<file path="src/rtl/run_detect.sv">
// Serial run detector: pulses detect when RUN_LEN consecutive equal valid bits arrive,
// with value filtering, optional overlap, synchronous clear and a saturating hit counter.
module run_detect #(
    parameter int RUN_LEN = 2,
    parameter int CNT_W   = 8,
    localparam int RL_W   = $clog2(RUN_LEN + 1)
) (
    input  logic             clk,
    input  logic             reset,
    input  logic             inbits,
    input  logic             in_valid,
    input  logic [1:0]       mode,
    input  logic             overlap,
    input  logic             clear,
    output logic             detect,
    output logic             detect_val,
    output logic [RL_W-1:0]  run_len,
    output logic [CNT_W-1:0] det_count
);

    localparam logic [RL_W-1:0]  RUN_MAX = RL_W'(RUN_LEN);
    localparam logic [CNT_W-1:0] CNT_MAX = {CNT_W{1'b1}};

    logic             last_bit_q,   last_bit_d;
    logic             have_last_q,  have_last_d;
    logic [RL_W-1:0]  run_cnt_q,    run_cnt_d;
    logic             detect_q,     detect_d;
    logic             detect_val_q, detect_val_d;
    logic [CNT_W-1:0] det_count_q,  det_count_d;

    logic             cont;
    logic [RL_W-1:0]  nxt;
    logic             mode_ok;
    logic             hit;

    always_comb begin
        cont = have_last_q && (inbits == last_bit_q);
        nxt  = 1;
        if (cont) begin
            nxt = (run_cnt_q == RUN_MAX) ? RUN_MAX : run_cnt_q + 1'b1;
        end

        case (mode)
            2'b00:   mode_ok = 1'b1;
            2'b01:   mode_ok = inbits;
            2'b10:   mode_ok = ~inbits;
            default: mode_ok = 1'b0;
        endcase

        hit = (nxt == RUN_MAX) && mode_ok;
    end

    always_comb begin
        last_bit_d   = last_bit_q;
        have_last_d  = have_last_q;
        run_cnt_d    = run_cnt_q;
        detect_d     = 1'b0;
        detect_val_d = detect_val_q;
        det_count_d  = det_count_q;

        if (clear) begin
            // A sample arriving alongside clear is deliberately dropped.
            run_cnt_d   = '0;
            have_last_d = 1'b0;
            det_count_d = '0;
        end else if (in_valid) begin
            last_bit_d  = inbits;
            have_last_d = 1'b1;
            run_cnt_d   = (hit && !overlap) ? '0 : nxt;
            detect_d    = hit;
            if (hit) begin
                detect_val_d = inbits;
                if (det_count_q != CNT_MAX) begin
                    det_count_d = det_count_q + 1'b1;
                end
            end
        end
    end

    always_ff @(posedge clk or posedge reset) begin
        if (reset) begin
            last_bit_q   <= 1'b0;
            have_last_q  <= 1'b0;
            run_cnt_q    <= '0;
            detect_q     <= 1'b0;
            detect_val_q <= 1'b0;
            det_count_q  <= '0;
        end else begin
            last_bit_q   <= last_bit_d;
            have_last_q  <= have_last_d;
            run_cnt_q    <= run_cnt_d;
            detect_q     <= detect_d;
            detect_val_q <= detect_val_d;
            det_count_q  <= det_count_d;
        end
    end

    assign detect     = detect_q;
    assign detect_val = detect_val_q;
    assign run_len    = run_cnt_q;
    assign det_count  = det_count_q;

endmodule

</file>
<file path="config.mk">
export PLATFORM = sky130hd
export DESIGN_NAME = run_detect
export DESIGN_NICKNAME = d
export VERILOG_FILES = /design/src/rtl/run_detect.sv
export SDC_FILE = /design/constraint.sdc
export NUM_CORES = 1
export LEC_CHECK = 0
export CORE_MARGIN = 2
export CORE_UTILIZATION = 44
export CTS_CLUSTER_DIAMETER = 40
export DETAILED_ROUTE_END_ITERATION = 7
export HOLD_SLACK_MARGIN = 0.05
export PLACE_DENSITY_LB_ADDON = 0.3
export SYNTH_ARGS = -nofsm -noshare
export SYNTH_HDL_FRONTEND = slang
export SYNTH_SLANG_ARGS = --single-unit
</file>
<file path="constraint.sdc">
create_clock -name clk -period 2.7 [get_ports clk]
set_input_delay 0.54 -clock clk [delete_from_list [all_inputs] [get_ports clk]]
set_output_delay 0.54 -clock clk [all_outputs]
set_load 0.01 [all_outputs]
</file>
# Word-level counts from Yosys, hierarchy flattened
# Cells that the tools add are included.
[classes] add_sub_neg=2 n_mul=0 div=0 order_cmp=0 eq_ne=6 shifts=0 muxes=14 n_bitwise=2 reduce_logical=11
[ops] cell="two-way mux 8 bit" count=4
[ops] cell="two-way mux 2 bit" count=5
[ops] cell="adder 8 x 1 -> 8 bit (second input constant)" count=1
[ops] cell="!= test 8 bit (second input constant)" count=1
[ops] cell="equality test 2 bit (second input constant)" count=3
[ops] cell="AND reduction 3 bit" count=2
[ops] cell="nonzero test 2 bit" count=3
[ops] cell="two-way mux 1 bit" count=4
[ops] cell="logical AND 1 bit" count=3
[ops] cell="one-hot mux 1 bit (3 select lines)" count=1
[ops] cell="adder 2 x 1 -> 2 bit (second input constant)" count=1
[ops] cell="equality test 2 x 1 -> 1 bit (second input constant)" count=1
[ops] cell="zero test 2 bit" count=1
[ops] cell="inverter 1 bit" count=2
[ops] cell="AND reduction 2 bit" count=1
[ops] cell="equality test 1 bit" count=1
[ops] cell="zero test 1 bit" count=1
[totals] ff_bits=14 latch_bits=0 mem_bits_rw=0 rom_bits=0 inputBits=8 out_inout_bits=12 elab_cells=41 mem_count=0

# Longest topological paths before layout
# Gate-level depths: netlist of the first run.
[depth] depth_word=9 depth_mapped=7 depth_no_buf=6

# Least setup slack after synthesis of the first run
# OpenSTA, ideal clock, no wires.
[synth_timing] path_type="reg2reg" startpoint="register run_cnt_q[0] (netlist: run_len[0])" endpoint="register det_count_q[4] (netlist: det_count[4])" setup_ns=0.078 t_arrival_ns=1.693 t_required_ns=2.622 setup_slack_ns=0.929 stages_incl_launch_ff=7 n_path_buf=0 synth_period_minus_slack_ns=1.771 path_cell_list="dfrtp_1 > inv_1 > ha_1 > nor2b_1 > o2111ai_4 > or4_1 > a21oi_1"
[synth_between] elab_chain_cells=7 word_cells_on_any_way=8 cone_classes="add/sub (1); eq/ne (2); mux (2); reduce/logical (3)"
[synth_rtl] element="from (decl)" line="26" text="logic [RL_W-1:0] run_cnt_q, run_cnt_d;"
[synth_rtl] element="from (signal assigned)" line="91" text="run_cnt_q <= run_cnt_d;"
[synth_rtl] element="adder 2 x 1 -> 2 bit or equality test 2 bit (tied branches)" line="40" text="nxt = (run_cnt_q == RUN_MAX) ? RUN_MAX : run_cnt_q + 1'b1;"
[synth_rtl] element="two-way mux 2 bit *" line="40"
[synth_rtl] element="two-way mux 2 bit *" line="39" text="if (cont) begin"
[synth_rtl] element="equality test 2 bit *" line="50" text="hit = (nxt == RUN_MAX) && mode_ok;"
[synth_rtl] element="logical AND 1 bit *" line="50"
[synth_rtl] element="nonzero test 2 bit (no line) *"
[synth_rtl] element="AND reduction 3 bit (no line) *"
[synth_rtl] element="to (signal assigned)" line="94" text="det_count_q <= det_count_d;"
[synth_rtl] element="to (decl)" line="29" text="logic [CNT_W-1:0] det_count_q, det_count_d;"
# Mark *: on every way between the ends. The rest lies on a longest branch, timed or not.
# A chain may end at the register's enable or synchronous reset.

# Final worst setup path of the first run
[layout_timing] startpoint="input port inbits" endpoint="register det_count_q[7] (netlist: det_count[7])"
[layout_between] elab_chain_cells=7 word_cells_on_any_way=9 cone_classes="eq/ne (2); mux (2); bitwise (1); reduce/logical (4)"
[layout_rtl] element="from (decl)" line="10" text="input logic inbits,"
[layout_rtl] element="equality test 1 bit" line="37" text="cont = have_last_q && (inbits == last_bit_q);"
[layout_rtl] element="logical AND 1 bit" line="37"
[layout_rtl] element="two-way mux 2 bit" line="39"
[layout_rtl] element="equality test 2 bit" line="50"
[layout_rtl] element="logical AND 1 bit *" line="50"
[layout_rtl] element="nonzero test 2 bit (no line) *"
[layout_rtl] element="AND reduction 3 bit (no line) *"
# Marked as above.

==> qor.yml, run 1 <==
floorplanning:
  row_count: 14
  die_w_um: 45.4
  core_area_um2: 1560
  die-area_um2: 2070
  io_pins: 20
  dieHeight_um: 45.4
  start_util_pct: 48.5
power_and_ir_drop:
  p_leak_nw: 0.368
  ir_worst_vdd_mv: 0.295
  power.density_nw_per_um2: 428
yosys:
  synthArstFlopShare_pct: 100
  ys_ff_latch: 14
  syn_avg_cell_area_um2: 10.1
  synth_top_flop_cell: "dfrtp_1"
  netlist_top_cells_count: "dfrtp_1 (14), a21oi_1 (8), o21ai_0 (6), nor2_1 (5)"
  synth_top_area_share_pct: 46.4
  yosysMostFrequentCell: "dfrtp_1"
  yosysUniqueCellTypes: 29
  synth_edf_count: 0
  synth_top_area_cell: "dfrtp_1"
  ys_top_cells_by_area: "dfrtp_1 (46%), a21oi_1 (5.3%), o21ai_0 (4.0%), or4_1 (4.0%), o2111ai_4 (3.5%)"
  syn_inst: 75
  syn-cell-area_um2: 756
  syn_nets: 85
  ys_warn_count: 0
  ys_seq_area_share_pct: 46.4
grt:
  grt-ovfl-total: 0
  grt_pass1_vias: 601
  grt_max_degree: 18
  grt_pass1_wl_um: 2600
  grt_use_total_pct: 18.6
  grt_antenna_before_repair: 0
setup_path:
  path_cells: "clkdlybuf4s50_1 > and3b_2 > o2111ai_4 > or4_1 > a21oi_1"
  r2r_cells: 6
  cp_slowest_cell: "or4_1"
  cp_data_required_time_ns: 2.91
  endpoint_kind: "register"
  worst_ep_arrival_time_ns: 2.34
  crit_start: "inbits"
  cpPeakStageDelay_ns: 0.58
  r2r_slack_ns: 0.70
  critical_path_class: "input port to register"
  r2r-end: "det_count[7]$_DFFE_PP0P_"
  cp_max_fo: 17
  start_kind: "input port"
  timing.rr.start: "run_len[0]$_DFFE_PP0P_"
sta:
  rsz0062_at_grt: "false"
  period_share_pct: 79.0
  setup_viol: 0
  setup_tns_ns: 0
  maxSlewViolCount: 0
  slew_headroom_pct: 64.0
  fmax_mhz: 469
  worstMarginPinSlew_ns: 0.539
  fin_crit_ns: 2.13
  hold_viol_final: 0
  finClkSkew_ns: 0.00264
  hold_ws_ns: 0.514
clock_network:
  post_cts_buffers: 0
  cts_sinks: 14
  clk_latency_ns: 0.29
  cts-root-buf: "clkbuf_4"
  cts_max_level: 1
  cts_buffers: 3
  clockBufferDepth: 2
  path_clk_slew_ns: 0.08
  cts_resized: 0
  tritoncts: "done"
  holdBufCountCts: 0
placement:
  gp_congestion: 0.798
  portBuffers: 19
  dp_hpwl_um: 1130
route:
  drt_iter0_markers: 6
  drc: 0
  drt_wl_total_um: 1630
  dr.pass1.iters: 4
  drtAntennaViolNets: 0
  wire_per_inst_um: 14.6
  via_per_inst: 5.81
  routed-via-count: 645
final_layout:
  n_antenna_cell: 0
  area_delta_synth_final_pct: 30.1
  layout-drive-gt1-share_pct: 11.6
  nNetsFinal: 106
run_status:
  outcome: "completed"
worst_hold_path:
  hold_end: "detect_val$_DFFE_PP0P_"
  hold_path_depth: 1
  min_from: "detect_val$_DFFE_PP0P_"
  hold_class: "register to register"
job:
  maxCapViolations: 0
[registers in the layout (all words and copies together), names as in the netlist]
signal       count
det_count        8
run_len          2
detect           1
detect_val       1
last_bit_q       1
have_last_q      1
[per-layer routing]
metal	track usage [%]	part of all wire [%]	up-vias	wire, um
li1	-	-	322	-
met3	9.13	5.0	4	82
met1	21.0	46	302	754
met4	10.0	1.1	0	18
met5	0	0	-	0
met2	28.7	47	17	770
[worst max-delay path: cells and delay by family]
family	cells	cell delay [ns]
AND/OR/NAND/NOR	2	0.83
buffers and inverters	1	0.57
AO/OA/AOI/OAI	2	0.41
[cells in the final DEF (no fill, tap or decap), types with 2 or more instances in the layout]
| cell | instances |
|---|---|
| ha_1 | 2 |
| nand3_1 | 2 |
| nand2b_1 | 2 |
| clkbuf_4 | 3 |
| o21ai_0 | 6 |
| a21oi_1 | 8 |
| or2_2 | 2 |
| mux2_2 | 2 |
| clkdlybuf4s50_1 | 19 |
| dfrtp_1 | 14 |
| inv_1 | 4 |
| o31ai_1 | 3 |
| or3_1 | 2 |
| nand4_1 | 2 |
| or4_1 | 4 |
| nand2_1 | 2 |
| nor2_1 | 5 |
[kinds of logic after synthesis]
family,count (synthesis),share of synthesized area (%)
xor gates and xnor gates,1,1.16
and+or+nand+nor,28,22.7
muxes,2,2.98
DFF,14,46.4
AOI/OAI and AO/OA,21,19.0
buffers and inverters,7,4.47
adders and majority gates,2,3.31
[per-stage QoR]
step           setup WS (ns)  std cells  cell area (um^2)  utilization, %  power (mW)
2_1_floorplan          0.929         75               756               -       0.248
6_report               0.566        111               983            63.1       0.421
3_5_place_dp           0.261        107               947            60.8       0.272
3_3_place_gp           0.326        107               947            60.8       0.270
4_1_cts                0.569        111               983            63.1       0.430
5_1_grt                0.499        111               983            63.1       0.445
[where the power goes]
group | internal, mW | total [mW] | switching, mW
clock network | 0.0822 | 0.154 | 0.0714
registers | 0.215 | 0.221 | 0.00534
logic | 0.0239 | 0.0463 | 0.0224
total | 0.321 | 0.421 | 0.0992
[how the worst max path moves through the flow]
stage                                          end  slack, ns  cells after the start
after floorplan           det_count[4]$_DFFE_PP0P_       0.93                      6
after global placement    det_count[7]$_DFFE_PP0P_       0.33                      5
after detailed placement  det_count[7]$_DFFE_PP0P_       0.26                      5
after CTS                 det_count[7]$_DFFE_PP0P_       0.57                      5
after global routing      det_count[7]$_DFFE_PP0P_       0.50                      5
final                     det_count[7]$_DFFE_PP0P_       0.57                      5
[layout make-up]
class	instances	area (um^2)
timing repair buffer	19	190
sequential	14	350
tap	16	20.0
fill	125	576
inverter	4	15.0
clock buffer	4	36.3
multi-input combinational	54	372
Power figures use the tool's default switching activity.
==> run 2, diff against run 1 <==
Clock period 2.7 ns to 2 ns, I/O delays scaled along.
==> qor.yml, run 2 (same netlist as run 1, synthesis figures left out) <==
route:
  drc: 0  # unchanged
  routed-via-count: 712  # was 645
  via_per_inst: 6.03  # was 5.81
  drt_iter0_markers: 9  # was 6
  drt_wl_total_um: 1680  # was 1630 um
  wire_per_inst_um: 14.3  # was 14.6 um
  dr.pass1.iters: 4  # unchanged
  drtAntennaViolNets: 0  # unchanged
sta:
  hold_ws_ns: 0.452  # was 0.514 ns
  fmax_mhz: 540
  hold_viol_final: 0  # unchanged
  finClkSkew_ns: 0.00633  # was 0.00264 ns
  fin_crit_ns: 1.85
  worstMarginPinSlew_ns: 0.603  # was 0.539 ns
  setup_viol: 0  # unchanged
  maxSlewViolCount: 0  # unchanged
  rsz0062_at_grt: "false"  # unchanged
  period_share_pct: 92.7
  slew_headroom_pct: 59.6  # was 64.0%
floorplanning:
  core_area_um2: 1560  # unchanged
  io_pins: 20  # unchanged
  start_util_pct: 48.5  # unchanged
  die-area_um2: 2070  # unchanged
  die_w_um: 45.4  # unchanged
  row_count: 14  # unchanged
  dieHeight_um: 45.4  # unchanged
clock_network:
  cts-root-buf: "clkbuf_4"  # unchanged
  cts_sinks: 14  # unchanged
  tritoncts: "done"  # unchanged
  clockBufferDepth: 2  # unchanged
  holdBufCountCts: 0  # unchanged
  cts_max_level: 1  # unchanged
  cts_buffers: 3  # unchanged
  path_clk_slew_ns: 0.09  # was 0.08 ns
  clk_latency_ns: 0.29  # about the same
final_layout:
  layout_common_cells: "clkdlybuf4s50_1 (19), dfrtp_1 (14), a21oi_1 (8)"  # unchanged
  stdcell_count: 118  # was 111
  fillCellCount: 133  # was 125
  multi_input_area_um2: 374  # was 372 um^2
  n_antenna_cell: 0  # unchanged
  seq_area_um2: 350  # unchanged
  area_delta_synth_final_pct: 37.4  # was 30.1%
  layout-drive-gt1-share_pct: 18.6  # was 11.6%
  nNetsFinal: 113  # was 106
  largest_register_ffs: 8  # unchanged
  layout_commonest_cell: "clkdlybuf4s50_1"  # unchanged
grt:
  grt_pass1_wl_um: 2840  # was 2600 um
  grt_use_total_pct: 19.5  # was 18.6%
  grt_max_degree: 15  # was 18
  grt_antenna_before_repair: 0  # unchanged
  grt_pass1_vias: 679  # was 601
  grt-ovfl-total: 0  # unchanged
setup_path:
  critical_path_class: "input port to register"  # unchanged
  cpPeakStageDelay_ns: 0.46  # was 0.58 ns
  crit_start: "inbits"  # unchanged
  endpoint_kind: "register"  # unchanged
  worst_ep_arrival_time_ns: 2.06  # was 2.34 ns
  cp_slowest_cell: "clkdlybuf4s50_1"  # was or4_1
  start_kind: "input port"  # unchanged
  timing.rr.start: "run_len[0]$_DFFE_PP0P_"  # unchanged
  cp_max_fo: 9  # was 17
  path_cells: "clkdlybuf4s50_1 > nor3_2 > o2111ai_4 > buf_4 > or3_1 > a21oi_1"  # was clkdlybuf4s50_1 > and3b_2 > o2111ai_4 > or4_1 > a21oi_1
  cp_data_required_time_ns: 2.21  # was 2.91 ns
  r2r_slack_ns: 0.21  # was 0.70 ns
power_and_ir_drop:
  p_leak_nw: 0.400  # was 0.368 nW
  ir_worst_vdd_mv: 0.321  # was 0.295 mV
  power.density_nw_per_um2: 554  # was 428 nW/um^2
job:
  maxCapViolations: 0  # unchanged
placement:
  dp.cells: 114  # was 107
  gp_congestion: 0.834  # was 0.798
  portBuffers: 19  # unchanged
  dp_hpwl_um: 1210  # was 1130 um
run_status:
  outcome: "completed"  # unchanged
worst_hold_path:
  hold_class: "input port to async pin"  # was register to register
[run 2: worst paths after layout]
kind,endpoint,depth (start not counted)
hold / removal,det_count[7]$_DFFE_PP0P_,2
setup / recovery,det_count[2]$_DFFE_PP0P_,6
min in group clk,detect_val$_DFFE_PP0P_,1
hold reg to reg,detect_val$_DFFE_PP0P_,1
max in group asynchronous,det_count[1]$_DFFE_PP0P_,2
setup reg to reg,det_count[2]$_DFFE_PP0P_,7
[run 2: layout make-up]
cell class	count	area share, %
clock buffers	4	3.49
inverters	4	1.45
multi-input cells	54	36.0
flip-flops and latches	14	33.7
well taps	16	1.93
repair buffers	26	23.4
[run 2: critical path: cells and delay by family]
family / cells / cell delay [ns]
and+or+nand+nor: 2 / 0.64
AOI/OAI and AO/OA: 2 / 0.35
buffers and inverters: 2 / 0.66
[run 2: per-layer routing]
layer	track usage [%]	routed length, um	vias up
met2	31.5	840	26
li1	-	-	333
met1	24.2	704	349
met3	7.14	126	4
met5	0	0	-
met4	5.88	13	0
[run 2: timing repair]
action,in CTS,in global routing
gates resized for setup,0,1
buffers inserted,0,0
endpoints found under the setup margin,0,5
[run 2: power breakdown]
| part | switching (mW) | total [mW] | internal [mW] |
|---|---|---|---|
| sequential | 0.00695 | 0.298 | 0.291 |
| combinational | 0.0315 | 0.0694 | 0.0379 |
| clock | 0.0976 | 0.209 | 0.111 |
| total | 0.136 | 0.576 | 0.440 |
[run 2: per-stage QoR]
stage               power (mW)  setup slack, ns  area, um^2  setup TNS [ns]  utilization, %
floorplan                0.335            0.229         756               0               -
global placement         0.371           -0.124        1000          -0.718            64.1
detailed placement       0.373           -0.180        1000           -1.19            64.1
CTS                      0.584           0.0970        1040               0            66.5
global route             0.607           0.0492        1040               0            66.6
finish                   0.576            0.147        1040               0            66.6
==> run 3, diff against run 2 <==
Settings changed: CTS_CLUSTER_SIZE set to 24, SETUP_SLACK_MARGIN set to 0.4.
==> qor.yml, run 3 (same netlist as run 1, synthesis figures left out) <==
sta:
  setup_viol: 0  # unchanged
  hold_viol_final: 0  # unchanged
  fmax_mhz: 558  # was 540 MHz
  period_share_pct: 89.5  # was 92.7%
  finClkSkew_ns: 0.00997  # was 0.00633 ns
  rsz0062_at_grt: "true"  # was false
  maxSlewViolCount: 0  # unchanged
  fin_crit_ns: 1.79  # was 1.85 ns
  worstMarginPinSlew_ns: 0.570  # was 0.603 ns
  slew_headroom_pct: 62.0  # was 59.6%
floorplanning:
  start_util_pct: 48.5  # unchanged
  io_pins: 20  # unchanged
  row_count: 14  # unchanged
  core_area_um2: 1560  # unchanged
  die-area_um2: 2070  # unchanged
  dieHeight_um: 45.4  # unchanged
  die_w_um: 45.4  # unchanged
clock_network:
  path_clk_slew_ns: 0.11  # was 0.09 ns
  cts-root-buf: "clkbuf_4"  # unchanged
  holdBufCountCts: 0  # unchanged
  tritoncts: "done"  # unchanged
  cts_max_level: 1  # unchanged
  cts_sinks: 14  # unchanged
  cts_buffers: 3  # unchanged
  clockBufferDepth: 2  # unchanged
  clk_latency_ns: 0.31  # was 0.29 ns
setup_path:
  r2r_cells: 5  # was 7
  path_cells: "clkdlybuf4s50_1 > o2111ai_4 > or4_1 > a21oi_1"  # was clkdlybuf4s50_1 > nor3_2 > o2111ai_4 > buf_4 > or3_1 > a21oi_1
  cp_max_fo: 8  # was 9
  r2r-end: "det_count[4]$_DFFE_PP0P_"  # was det_count[2]$_DFFE_PP0P_
  endpoint_kind: "register"  # unchanged
  start_kind: "input port"  # unchanged
  cp-endpoint: "det_count[4]$_DFFE_PP0P_"  # was det_count[2]$_DFFE_PP0P_
  cp_data_required_time_ns: 2.23  # was 2.21 ns
  r2r_slack_ns: 0.22  # was 0.21 ns
  timing.rr.start: "run_len[0]$_DFFE_PP0P_"  # unchanged
  cp_slowest_cell: "clkdlybuf4s50_1"  # unchanged
  critical_path_class: "input port to register"  # unchanged
  worst_ep_arrival_time_ns: 2.02  # was 2.06 ns
  crit_start: "in_valid"  # was inbits
  cpPeakStageDelay_ns: 0.64  # was 0.46 ns
route:
  drt_wl_total_um: 2560  # was 1680 um
  wire_per_inst_um: 19.0  # was 14.3 um
  via_per_inst: 6.26  # was 6.03
  drtAntennaViolNets: 0  # unchanged
  dr.pass1.iters: 4  # unchanged
  routed-via-count: 845  # was 712
  drc: 0  # unchanged
  wl_met1_um: 1040  # was 704 um
  route.met3.wl_um: 162  # was 126 um
  dr_wl_met2_um: 1270  # was 840 um
  drt_iter0_markers: 18  # was 9
  maxUsedRoutingLayer: "met4"  # unchanged
final_layout:
  n_antenna_cell: 0  # unchanged
  layout_common_cells: "buf_4 (21), dfrtp_1 (12), dlygate4sd2_1 (9)"  # was clkdlybuf4s50_1 (19), dfrtp_1 (14), a21oi_1 (8)
  seq_area_um2: 353  # was 350 um^2
  largest_register_ffs: 8  # unchanged
  fin_util_pct: 82.3  # was 66.6%
  fillCellCount: 91  # was 133
  nNetsFinal: 130  # was 113
  design_area_um2: 1280  # was 1040 um^2
  area_delta_synth_final_pct: 69.7  # was 37.4%
  multi_input_area_um2: 498  # was 374 um^2
  layout_commonest_cell: "buf_4"  # was clkdlybuf4s50_1
  layout-drive-gt1-share_pct: 42.0  # was 18.6%
power_and_ir_drop:
  p_leak_nw: 0.612  # was 0.400 nW
  power.density_nw_per_um2: 491  # was 554 nW/um^2
  ir_worst_vdd_mv: 0.402  # was 0.321 mV
  finalPower_uw: 630  # was 576 uW
job:
  maxCapViolations: 0  # unchanged
grt:
  grt_pass1_wl_um: 3380  # was 2840 um
  grt_use_total_pct: 23.4  # was 19.5%
  grt_max_degree: 15  # unchanged
  grt-ovfl-total: 0  # unchanged
  grt_antenna_before_repair: 0  # unchanged
  grt_pass1_vias: 710  # was 679
placement:
  dp_hpwl_um: 1220  # was 1210 um
  placed_area_um2: 1020  # was 1000 um^2
  portBuffers: 19  # unchanged
  gp_congestion: 0.802  # was 0.834
run_status:
  outcome: "completed"  # unchanged
worst_hold_path:
  hold_class: "input port to async pin"  # unchanged
-- run 3: cell types whose count changed in the layout (fill, tap and decap cells not counted), moves of 5 or more --
cell	delta
dlygate4sd2_1	+9
dlymetal6s2s_1	+5
buf_4	+14
clkdlybuf4s50_1	-14
-- run 3: final cells by class --
class,count,share of cell area [%]
clock buffer,4,2.83
inverter,4,1.17
multi-input combinational,56,38.8
sequential,14,27.5
tap,16,1.56
timing repair buffer,41,28.1
-- run 3: critical path: cells and delay by family --
family,cells,cell delay (ns)
AOI/OAI and AO/OA,2,0.39
and+or+nand+nor,1,0.59
buffers and inverters,1,0.64
-- run 3: worst min path at each step --
| stage | end | slack [ns] |
|---|---|---|
| after floorplan | det_count[0]$_DFFE_PP0P_ | 0.29 |
| final | det_count[5]$_DFFE_PP0P_ | 0.43 |
| after global routing | det_count[1]$_DFFE_PP0P_ | 0.50 |
| after CTS | detect$_DFF_PP0_ | 0.45 |
| after detailed placement | detect_val$_DFFE_PP0P_ | 0.50 |
| after global placement | detect_val$_DFFE_PP0P_ | 0.49 |
-- run 3: routing by layer --
| layer | track usage [%] | vias to the layer above |
|---|---|---|
| li1 | - | 372 |
| met1 | 31.4 | 413 |
| met2 | 34.6 | 50 |
| met3 | 6.75 | 10 |
| met4 | 10.6 | 0 |
| met5 | 0 | - |
-- run 3: per-stage QoR --
step,hold slack [ns],setup slack [ns],std cells,setup TNS [ns]
4_1_cts,0.452,0.311,130,0
3_3_place_gp,0.494,-0.0993,113,-0.275
6_report,0.433,0.209,135,0
5_1_grt,0.497,0.144,135,0
2_1_floorplan,0.289,0.379,75,0
3_5_place_dp,0.500,-0.134,113,-0.604
-- run 3: where the power goes --
group	switching, mW	internal (mW)
Sequential	0.00844	0.291
Clock	0.116	0.111
Combinational	0.0503	0.0521
Total	0.175	0.455
-- run 3: timing repair --
item                                    CTS  global route
endpoints found under the setup margin   19            14
cloned                                    1             1
resized for setup                        17            14
pin swaps                                 8             5
buffers inserted                         12             4
